[config.mk]
export PLATFORM = sky130hd
export DESIGN_NAME = sdr_ch3_arb
export DESIGN_NICKNAME = d
export VERILOG_FILES = /design/src/rtl/sdr_ch3_arb.sv
export SDC_FILE = /design/constraint.sdc
export NUM_CORES = 1
export LEC_CHECK = 0
export CELL_PAD_IN_SITES_DETAIL_PLACEMENT = 0
export CELL_PAD_IN_SITES_GLOBAL_PLACEMENT = 1
export CORE_ASPECT_RATIO = 0.7
export CORE_MARGIN = 2
export CORE_UTILIZATION = 28
export CTS_CLUSTER_DIAMETER = 40
export CTS_CLUSTER_SIZE = 25
export DETAILED_ROUTE_END_ITERATION = 8
export GPL_ROUTABILITY_DRIVEN = 0
export GPL_TIMING_DRIVEN = 0
export PLACE_DENSITY = 0.77
export SLEW_MARGIN = 5
export SYNTH_ARGS = -nofsm -noshare
export SYNTH_HDL_FRONTEND = slang
export SYNTH_SLANG_ARGS = --single-unit
[constraint.sdc]
create_clock -name clk -period 2.3 [get_ports clk]
set_input_delay 0.23 -clock clk [delete_from_list [all_inputs] [get_ports clk]]
set_output_delay 0.23 -clock clk [all_outputs]
set_load 0.02 [all_outputs]
[src/rtl/sdr_ch3_arb.sv]
// sdr_ch3_arb: registered arbiter/sequencer for SDRAM channel 3 (CLK_96M domain).
// Serves ROM loader, CPU and aux (hiscore/NVRAM) requesters one transaction at
// a time, issues a single-cycle ch3_req and routes completion back to the winner.
// Ports:
//   clk, reset_n                 clock, async active-low reset
//   download                     ROM download active (ROM-only eligibility)
//   {rom,cpu,aux}_req/addr/din/be/rnw   requester commands (level req)
//   {rom,cpu,aux}_rdy            one-cycle completion pulses
//   rd_data                      read data, held until next completion
//   ch3_addr/din/be/rnw, ch3_req registered command + issue pulse to sdram
//   ch3_ready, ch3_dout          completion from sdram
//   busy, grant, timeout_err     status (timeout_err sticky until reset)
module sdr_ch3_arb #(
    parameter int unsigned AUX_EVERY = 8,
    parameter int unsigned TIMEOUT   = 1023
) (
    input  logic        clk,
    input  logic        reset_n,
    input  logic        download,
    input  logic        rom_req,
    input  logic        cpu_req,
    input  logic        aux_req,
    input  logic [24:1] rom_addr,
    input  logic [24:1] cpu_addr,
    input  logic [24:1] aux_addr,
    input  logic [15:0] rom_din,
    input  logic [15:0] cpu_din,
    input  logic [15:0] aux_din,
    input  logic [1:0]  rom_be,
    input  logic [1:0]  cpu_be,
    input  logic [1:0]  aux_be,
    input  logic        rom_rnw,
    input  logic        cpu_rnw,
    input  logic        aux_rnw,
    output logic        rom_rdy,
    output logic        cpu_rdy,
    output logic        aux_rdy,
    output logic [15:0] rd_data,
    output logic [24:1] ch3_addr,
    output logic [15:0] ch3_din,
    output logic [1:0]  ch3_be,
    output logic        ch3_rnw,
    output logic        ch3_req,
    input  logic        ch3_ready,
    input  logic [15:0] ch3_dout,
    output logic        busy,
    output logic [1:0]  grant,
    output logic        timeout_err
);

    localparam int unsigned CNT_W = 10;
    localparam int unsigned STV_W = 4;
    localparam logic [STV_W-1:0] STARVE_MAX = STV_W'(AUX_EVERY);
    localparam logic [CNT_W-1:0] TO_LAST    = CNT_W'(TIMEOUT - 1);

    localparam logic [1:0] G_NONE = 2'd0;
    localparam logic [1:0] G_ROM  = 2'd1;
    localparam logic [1:0] G_CPU  = 2'd2;
    localparam logic [1:0] G_AUX  = 2'd3;

    typedef enum logic [1:0] {S_IDLE, S_ISSUE, S_WAIT, S_DONE} state_t;

    state_t           state_q;
    logic [1:0]       grant_q;
    logic [24:1]      ch3_addr_q;
    logic [15:0]      ch3_din_q;
    logic [1:0]       ch3_be_q;
    logic             ch3_rnw_q;
    logic             ch3_req_q;
    logic             rom_rdy_q, cpu_rdy_q, aux_rdy_q;
    logic [15:0]      rd_data_q;
    logic             busy_q;
    logic             timeout_err_q;
    logic             mask_q;
    logic [STV_W-1:0] starve_q;
    logic [CNT_W-1:0] wait_cnt_q;

    logic [1:0]       win_d;
    logic [24:1]      sel_addr_d;
    logic [15:0]      sel_din_d;
    logic [1:0]       sel_be_d;
    logic             sel_rnw_d;
    logic             fin_ok_d;
    logic             fin_to_d;

    // Winner selection. The IDLE cycle right after DONE is a settle cycle: the
    // just-served requester may still hold req, so nobody is granted in it.
    always_comb begin
        win_d = G_NONE;
        if (state_q == S_IDLE && !mask_q) begin
            if (download) begin
                if (rom_req) win_d = G_ROM;
            end else if (aux_req && (starve_q == STARVE_MAX || !cpu_req)) begin
                win_d = G_AUX;
            end else if (cpu_req) begin
                win_d = G_CPU;
            end
        end
    end

    // Command mux for the winner.
    always_comb begin
        sel_addr_d = cpu_addr;
        sel_din_d  = cpu_din;
        sel_be_d   = cpu_be;
        sel_rnw_d  = cpu_rnw;
        case (win_d)
            G_ROM: begin
                sel_addr_d = rom_addr;
                sel_din_d  = rom_din;
                sel_be_d   = rom_be;
                sel_rnw_d  = rom_rnw;
            end
            G_AUX: begin
                sel_addr_d = aux_addr;
                sel_din_d  = aux_din;
                sel_be_d   = aux_be;
                sel_rnw_d  = aux_rnw;
            end
            default: ;
        endcase
    end

    // Completion: ch3_ready is honoured in ISSUE or WAIT only; stale ones are dropped.
    always_comb begin
        fin_ok_d = (state_q == S_ISSUE || state_q == S_WAIT) && ch3_ready;
        fin_to_d = (state_q == S_WAIT) && !ch3_ready && (wait_cnt_q == TO_LAST);
    end

    // Sequencer state and registered outputs.
    always_ff @(posedge clk or negedge reset_n) begin
        if (!reset_n) begin
            state_q       <= S_IDLE;
            grant_q       <= G_NONE;
            ch3_addr_q    <= '0;
            ch3_din_q     <= '0;
            ch3_be_q      <= '0;
            ch3_rnw_q     <= 1'b1;
            ch3_req_q     <= 1'b0;
            rom_rdy_q     <= 1'b0;
            cpu_rdy_q     <= 1'b0;
            aux_rdy_q     <= 1'b0;
            rd_data_q     <= '0;
            busy_q        <= 1'b0;
            timeout_err_q <= 1'b0;
            mask_q        <= 1'b0;
            starve_q      <= '0;
            wait_cnt_q    <= '0;
        end else begin
            ch3_req_q <= 1'b0;
            rom_rdy_q <= 1'b0;
            cpu_rdy_q <= 1'b0;
            aux_rdy_q <= 1'b0;
            case (state_q)
                S_IDLE: begin
                    mask_q <= 1'b0;
                    if (win_d == G_AUX || !aux_req) begin
                        starve_q <= '0;
                    end else if (win_d == G_CPU && starve_q != STARVE_MAX) begin
                        starve_q <= starve_q + 1'b1;
                    end
                    if (win_d != G_NONE) begin
                        state_q    <= S_ISSUE;
                        grant_q    <= win_d;
                        ch3_addr_q <= sel_addr_d;
                        ch3_din_q  <= sel_din_d;
                        ch3_be_q   <= sel_be_d;
                        ch3_rnw_q  <= sel_rnw_d;
                        ch3_req_q  <= 1'b1;
                        busy_q     <= 1'b1;
                        wait_cnt_q <= '0;
                    end
                end
                S_ISSUE: state_q <= S_WAIT;
                S_WAIT:  wait_cnt_q <= wait_cnt_q + 1'b1;
                S_DONE: begin
                    state_q <= S_IDLE;
                    grant_q <= G_NONE;
                    busy_q  <= 1'b0;
                    mask_q  <= 1'b1;
                end
                default: state_q <= S_IDLE;
            endcase
            if (fin_ok_d || fin_to_d) begin
                state_q   <= S_DONE;
                rom_rdy_q <= (grant_q == G_ROM);
                cpu_rdy_q <= (grant_q == G_CPU);
                aux_rdy_q <= (grant_q == G_AUX);
                if (ch3_rnw_q) rd_data_q <= fin_ok_d ? ch3_dout : 16'hFFFF;
                if (fin_to_d) timeout_err_q <= 1'b1;
            end
        end
    end

    assign grant       = grant_q;
    assign ch3_addr    = ch3_addr_q;
    assign ch3_din     = ch3_din_q;
    assign ch3_be      = ch3_be_q;
    assign ch3_rnw     = ch3_rnw_q;
    assign ch3_req     = ch3_req_q;
    assign rom_rdy     = rom_rdy_q;
    assign cpu_rdy     = cpu_rdy_q;
    assign aux_rdy     = aux_rdy_q;
    assign rd_data     = rd_data_q;
    assign busy        = busy_q;
    assign timeout_err = timeout_err_q;

endmodule

---- Word-level counts from Yosys, hierarchy flattened ----
Cells that the tools add are included.
cells by class
  add/sub/neg operators ................... 2
  equality and inequality tests ........... 14
  muxes and demuxes ....................... 27
  reduce and logical (&&, ||, !) cells .... 27
operators with widths
  cell                   number
  $pmux 24 s2            1
  $pmux 16 s2            1
  $pmux 10 s2            1
  $mux 16                1
  $mux 2                 7
  $reduce_and 2->1       7
  $eq 2x2->1 const B     6
  $add 10x1->10 const B  1
  $eq 10x10->1 const B   1
  $mux 10                1
  $mux 4                 2
  $pmux 2 s2             2
  $reduce_bool 2->1      4
  $mux 1                 7
  $eq 2x1->1 const B     3
  $logic_and 1x1->1      6
  $pmux 1 s2             3
  $pmux 2 s3             1
  $add 4x1->4 const B    1
  $eq 4x4->1 const B     1
  $logic_not 1->1        4
  $logic_or 1x1->1       4
  $ne 4x4->1 const B     1
  $reduce_bool 4->1      1
  other kinds (3)        3
word-level totals
  flip-flop bits (word level) ............. 84
  bits of input ports ..................... 152
  output and inout bits ................... 67

---- Depth between registers and ports, before layout ----
Gate-level depths: netlist of run 1.
  depth in word-level cells ............... 10
  mapped depth ............................ 9
  mapped depth without buffers ............ 6

---- Worst setup path before layout of run 1 ----
No wires, ideal clock.
  path kind ............................... register to register
  start ................................... register state_q[0]
  end ..................................... register ch3_rnw_q (netlist: ch3_rnw)
  library setup time ...................... 0.077 ns
  data arrival time ....................... 1.800 ns
  data required time ...................... 2.223 ns
  setup slack ............................. 0.423 ns
  cell stages (with the launch flop) ...... 10
  period minus slack after synthesis ...... 1.877 ns
  cell sequence ........................... dfrtp_1 > inv_1 > ha_1 > buf_2 > nor3b_1 > o211a_1 > buf_2 > buf_2 > nand2_1 > a31oi_1
on the way
  cells in the longest elaborated chain, start to end .. 5
  elaborated cells on any way between the ends .. 8
  those cells by class .................... eq/ne: 2; mux: 2; reduce/logical: 4
RTL lines
  item                                                   line     text
  from (decl)                                            63       state_t state_q;
  from (signal assigned)                                 133      state_q <= S_IDLE;
  from (signal assigned)                                 163      state_q <= S_ISSUE;
  from (signal assigned)                                 174      S_ISSUE: state_q <= S_WAIT;
  $logic_not 2->1 (*)                                    90, 154
  $logic_and 1x1->1                                      90       if (state_q == S_IDLE && !mask_q) begin
  $mux 2                                                 90
  $eq 2x2->1 (tied with other cells)                     107      case (win_d)
  $pmux 1 s2 / $reduce_and 2->1 (equally long branches)  --
  to (signal assigned)                                   168      ch3_rnw_q <= sel_rnw_d;
  to (decl)                                              68       logic ch3_rnw_q;
Mark *: on every way between the ends. The rest lies on a longest branch, timed or not.
A chain may end at the register's enable or synchronous reset.

---- Worst setup path in the final report of run 1 ----
  start ................................... register state_q[0]
  end ..................................... register ch3_addr_q (netlist bit ch3_addr[15])
on the way
  cells in the longest elaborated chain, start to end .. 5
  elaborated cells on any way between the ends .. 8
  those cells by class .................... eq/ne: 2; mux: 2; reduce/logical: 4
RTL lines
  item                                                    line     text
  $logic_not 2->1 (*)                                     90, 154
  $logic_and 1x1->1                                       90
  $mux 2                                                  90
  $eq 2x2->1 (tied with other cells)                      107
  $pmux 24 s2 / $reduce_and 2->1 (equally long branches)  --
  to (signal assigned)                                    165      ch3_addr_q <= sel_addr_d;
  to (decl)                                               65       logic [24:1] ch3_addr_q;
Marks and branches as above.

==> summary.md, run 1 <==
## Run status
- complete, no violations — status

## Worst hold path
- aux_req — Worst Hold Launch
- 3 — Hold Crit Depth
- starve_q[1] — endpoint of the worst hold path
- input pin to flop — worst min-delay path class

## Global routing
- 4393 — number of global-route vias before repair
- 0 — remaining global-route overflow
- 0 — antenna violations before repair
- 0.2452 — GR Util met1
- met2 — most congested layer reported by global routing
- 22.84 mm — wire length of the first global-routing pass
- 0.2792 — M2 GR Usage
- 48 — largest net degree at the start of global routing
- 0.1818 — GRT Util Overall
- 0.06352 — grt met3 use

## Synthesis
- 4207 µm² — Synth Cell Area
- 84 — number of storage elements in the synthesis netlist
- 0 — warnings from Yosys
- 0.5000 — share of the yosys chip area belonging to registers
- 51 — Distinct cells, synth
- dfrtp_1 — predominant post-synthesis flop cell
- 0 — number of enable-type register cells in the synthesized netlist
- 464 — synthesized instance count
- 1.000 — asr flop ratio synth
- 9.066 µm² — average instance area after synthesis
- 624 — Post-Syn Nets

## Worst setup path
- 2.56 ns — endpoint required time on the critical path
- inv_1 > ha_1 > buf_2 > nor3b_4 > o21ai_2 > clkbuf_1 > o21ai_0 > a31oi_1 — Critical Path, Cell by Cell
- 0.16 ns — reg-to-reg slack, setup
- flop — crit start category
- 0.41 ns — worst stage delay on the critical path
- 8 — number of cells on the worst reg-to-reg path
- flop to flop — kind of critical path
- flop — Worst Setup End Kind
- ch3_addr[15] — Worst R2R End
- 2.40 ns — arrival time of the worst setup path
- clkbuf_1 — slowest CP cell
- state_q[0] — startpoint of the worst register-to-register path
- 10 — largest fanout on the critical path

## Clock network
- 9 — total clock buffers created by CTS
- 0.34 ns — clock insertion delay at the later pin of the skew report
- 0.06 ns — Clk pin slew, worst setup/hold paths
- built — CTS tree
- 3 — H-tree levels
- 2 — maximum root-to-sink buffer count
- 84 — Num Clock Sinks
- clkbuf_16 — master cell of the clock root buffer

## Timing
- 0.5057 — worst relative slew slack
- 0 — number of hold-slack violations in the final timing report
- 0.9308 — final worst-path cycle share
- 2.141 ns — fin crit period
- 0 ns — final sum of negative setup slack
- 0 — Final Max Tran Viols
- 0.01294 ns — final clock skew
- 0.4671 GHz — Highest Clock Rate
- no — unrepaired setup endpoints after global routing
- 0 — final setup violation count
- 0.7358 ns — Worst Tran Pin Value

## Floorplanning
- 14680 µm² — area of the core
- 219 — # IOs
- 0.2866 — Starting Density
- 150.5 µm — DIE WIDTH
- 106.6 µm — overall die height
- 37 — FP Rows
- 16040 µm² — area enclosed by the die boundary

## Flow run
- 0 — number of max-cap violations

## Route
- 0 — number of DRC violations after detailed routing
- 5 — detailed-router iteration count before antenna repair
- 4460 — number of vias after detailed routing
- 4.983 — post-DR vias/cell
- 16.50 µm — routed wirelength normalized by instance count
- 14.77 mm — total routed wirelength
- 388 — number of design-rule violations left by the first detailed-router iteration
- 0 — post-route antenna net violation count

## Placement
- 217 — IO buf count
- 11.31 mm — final HPWL from detailed placement

## Cells and area
- 1340 — fill count
- 855 — number of nets at the end of the flow
- 0 — number of antenna repair diodes
- 0.09143 — proportion of layout cells with a drive suffix above 1
- 67.43% — synthesis-to-finish area growth

## Power
- 1126 nW/µm² — Power per Cell Area
- 0.0003932 V — Max IR drop VDD
- 2.846 nW — leakage power of the design
- 7.932 mW — total chip power

## cell type report
type	count	area [µm²]	area share
Inverter	8	30.03	0.004264
Timing Repair Buffer	220	2207	0.3134
Tap cell	195	244.0	0.03464
Buffer	32	168.9	0.02398
Clock inverter	5	102.6	0.01457
Multi-Input combinational cell	340	1954	0.2775
Sequential cell	84	2103	0.2986
Clock buffer	11	232.7	0.03304
## sequential cells by signal (all words and copies together) (netlist names)
name	flops
rd_data	16
cpu_rdy	1
mask_q	1
starve_q	4
ch3_rnw	1
timeout_err	1
ch3_req	1
ch3_addr	24
ch3_din	16
aux_rdy	1
state_q	2
wait_cnt_q	10
rom_rdy	1
busy	1
grant	2
ch3_be	2
## metrics by stage
step	utilization	hold WS (ns)	instance area (µm²)	cells	worst slack [ns]
2_1_floorplan	-	-0.06559	4207	464	0.4227
5_1_grt	0.4799	0.2714	7043	895	0.001680
3_3_place_gp	0.4513	0.4484	6623	876	-2.238
6_report	0.4799	0.2482	7043	895	0.1592
4_1_cts	0.4773	0.2369	7004	894	0.03119
3_5_place_dp	0.4525	0.2903	6640	877	-0.2088
## cells in the mapped netlist (2+ instances only)
master | number | area (µm²)
and3b_1 | 2 | 17.52
nand3_1 | 52 | 260.3
inv_1 | 8 | 30.03
a21oi_1 | 4 | 20.02
nand2_1 | 58 | 217.7
o31ai_1 | 5 | 37.54
dfrtp_1 | 83 | 2077
a31oi_1 | 42 | 262.8
a21o_1 | 2 | 15.01
nor3b_1 | 3 | 22.52
or3_1 | 2 | 12.51
nand4b_1 | 2 | 17.52
a32o_1 | 2 | 20.02
buf_2 | 7 | 35.03
nor2_1 | 47 | 176.4
o22a_1 | 3 | 26.28
nand2b_1 | 4 | 25.02
nor2b_1 | 2 | 12.51
clkbuf_1 | 23 | 86.33
o22a_2 | 13 | 130.1
and2_1 | 2 | 12.51
o21ai_0 | 59 | 295.3
ha_1 | 8 | 100.1
a22oi_1 | 2 | 15.01
or4_1 | 2 | 15.01
mux2_2 | 2 | 22.52
## metal layers
layer  vias to the layer above  part of all wire
li1                       2143                 -
met1                      2099              0.44
met2                       207              0.45
met3                        11             0.097
met4                         0            0.0099
met5                         -                 0
## kinds of logic (layout without fill, tap and decap cells)
group           count (synthesis)  in the layout  share of synthesized area
compound gates                143            143                     0.2207
fa+ha+maj                       8              8                    0.02380
simple gates                  187            187                     0.2097
buf+inv                        40            276                    0.04045
flops                          84             84                     0.5000
mux                             2              2                   0.005354
## critical path, delay by kind of cell, from the launching register on
family,cells,cell delay [ns]
fa+ha+maj,1,0.19
flops,1,0.38
buf+inv,3,0.67
compound gates,3,0.64
simple gates,1,0.18
## repair_timing
item	4_1_cts	5_1_grt
setup buffers	0	1
pin swaps	0	1
hold buffers	1	0
endpoints found under the setup margin	42	41
endpoints found under the hold margin	45	0
resized for setup	6	28
## power by group
group / leakage (nW) / internal [mW] / switching [mW]
logic: 1.73 / 1.85 / 1.92
clock network: 0.160 / 1.06 / 0.594
registers: 0.959 / 2.10 / 0.413
## cell usage in the layout, fill, tap and decap left out, drive strengths merged, types with 4 or more instances in the layout
master / netlist / final
a21oi: 4 / 4
a31oi: 42 / 42
buf: 9 / 9
clkbuf: 23 / 37
clkdlybuf4s50: 0 / 216
dfrtp: 83 / 83
ha: 8 / 8
inv: 8 / 8
nand2: 58 / 58
nand2b: 4 / 4
nand3: 52 / 52
nor2: 47 / 47
o21ai: 60 / 60
o22a: 16 / 16
o31ai: 5 / 5
## worst max-delay path by stage
stage                     startpoint  depth (start not counted)      endpoint
after global routing      state_q[0]                          8   ch3_addr[1]
after detailed placement  state_q[0]                          8  ch3_addr[15]
final                     state_q[0]                          8  ch3_addr[15]
after global placement       reset_n                          1     ch3_be[1]
after CTS                 state_q[1]                          8  ch3_addr[11]
after floorplan           state_q[0]                          9       ch3_rnw
Note: power is estimated with default switching activity, not from simulation.
==> run 2, diff against run 1 <==
--- a/config.mk
+++ b/config.mk
@@ -5,6 +5,7 @@
 export SDC_FILE = /design/constraint.sdc
 export NUM_CORES = 1
 export LEC_CHECK = 0
+export ABC_CLOCK_PERIOD_IN_PS = 2300
 export CELL_PAD_IN_SITES_DETAIL_PLACEMENT = 0
 export CELL_PAD_IN_SITES_GLOBAL_PLACEMENT = 1
 export CORE_ASPECT_RATIO = 0.7
==> results of run 2 <==
Final layout, timing and power as in run 1 (identical DEF).
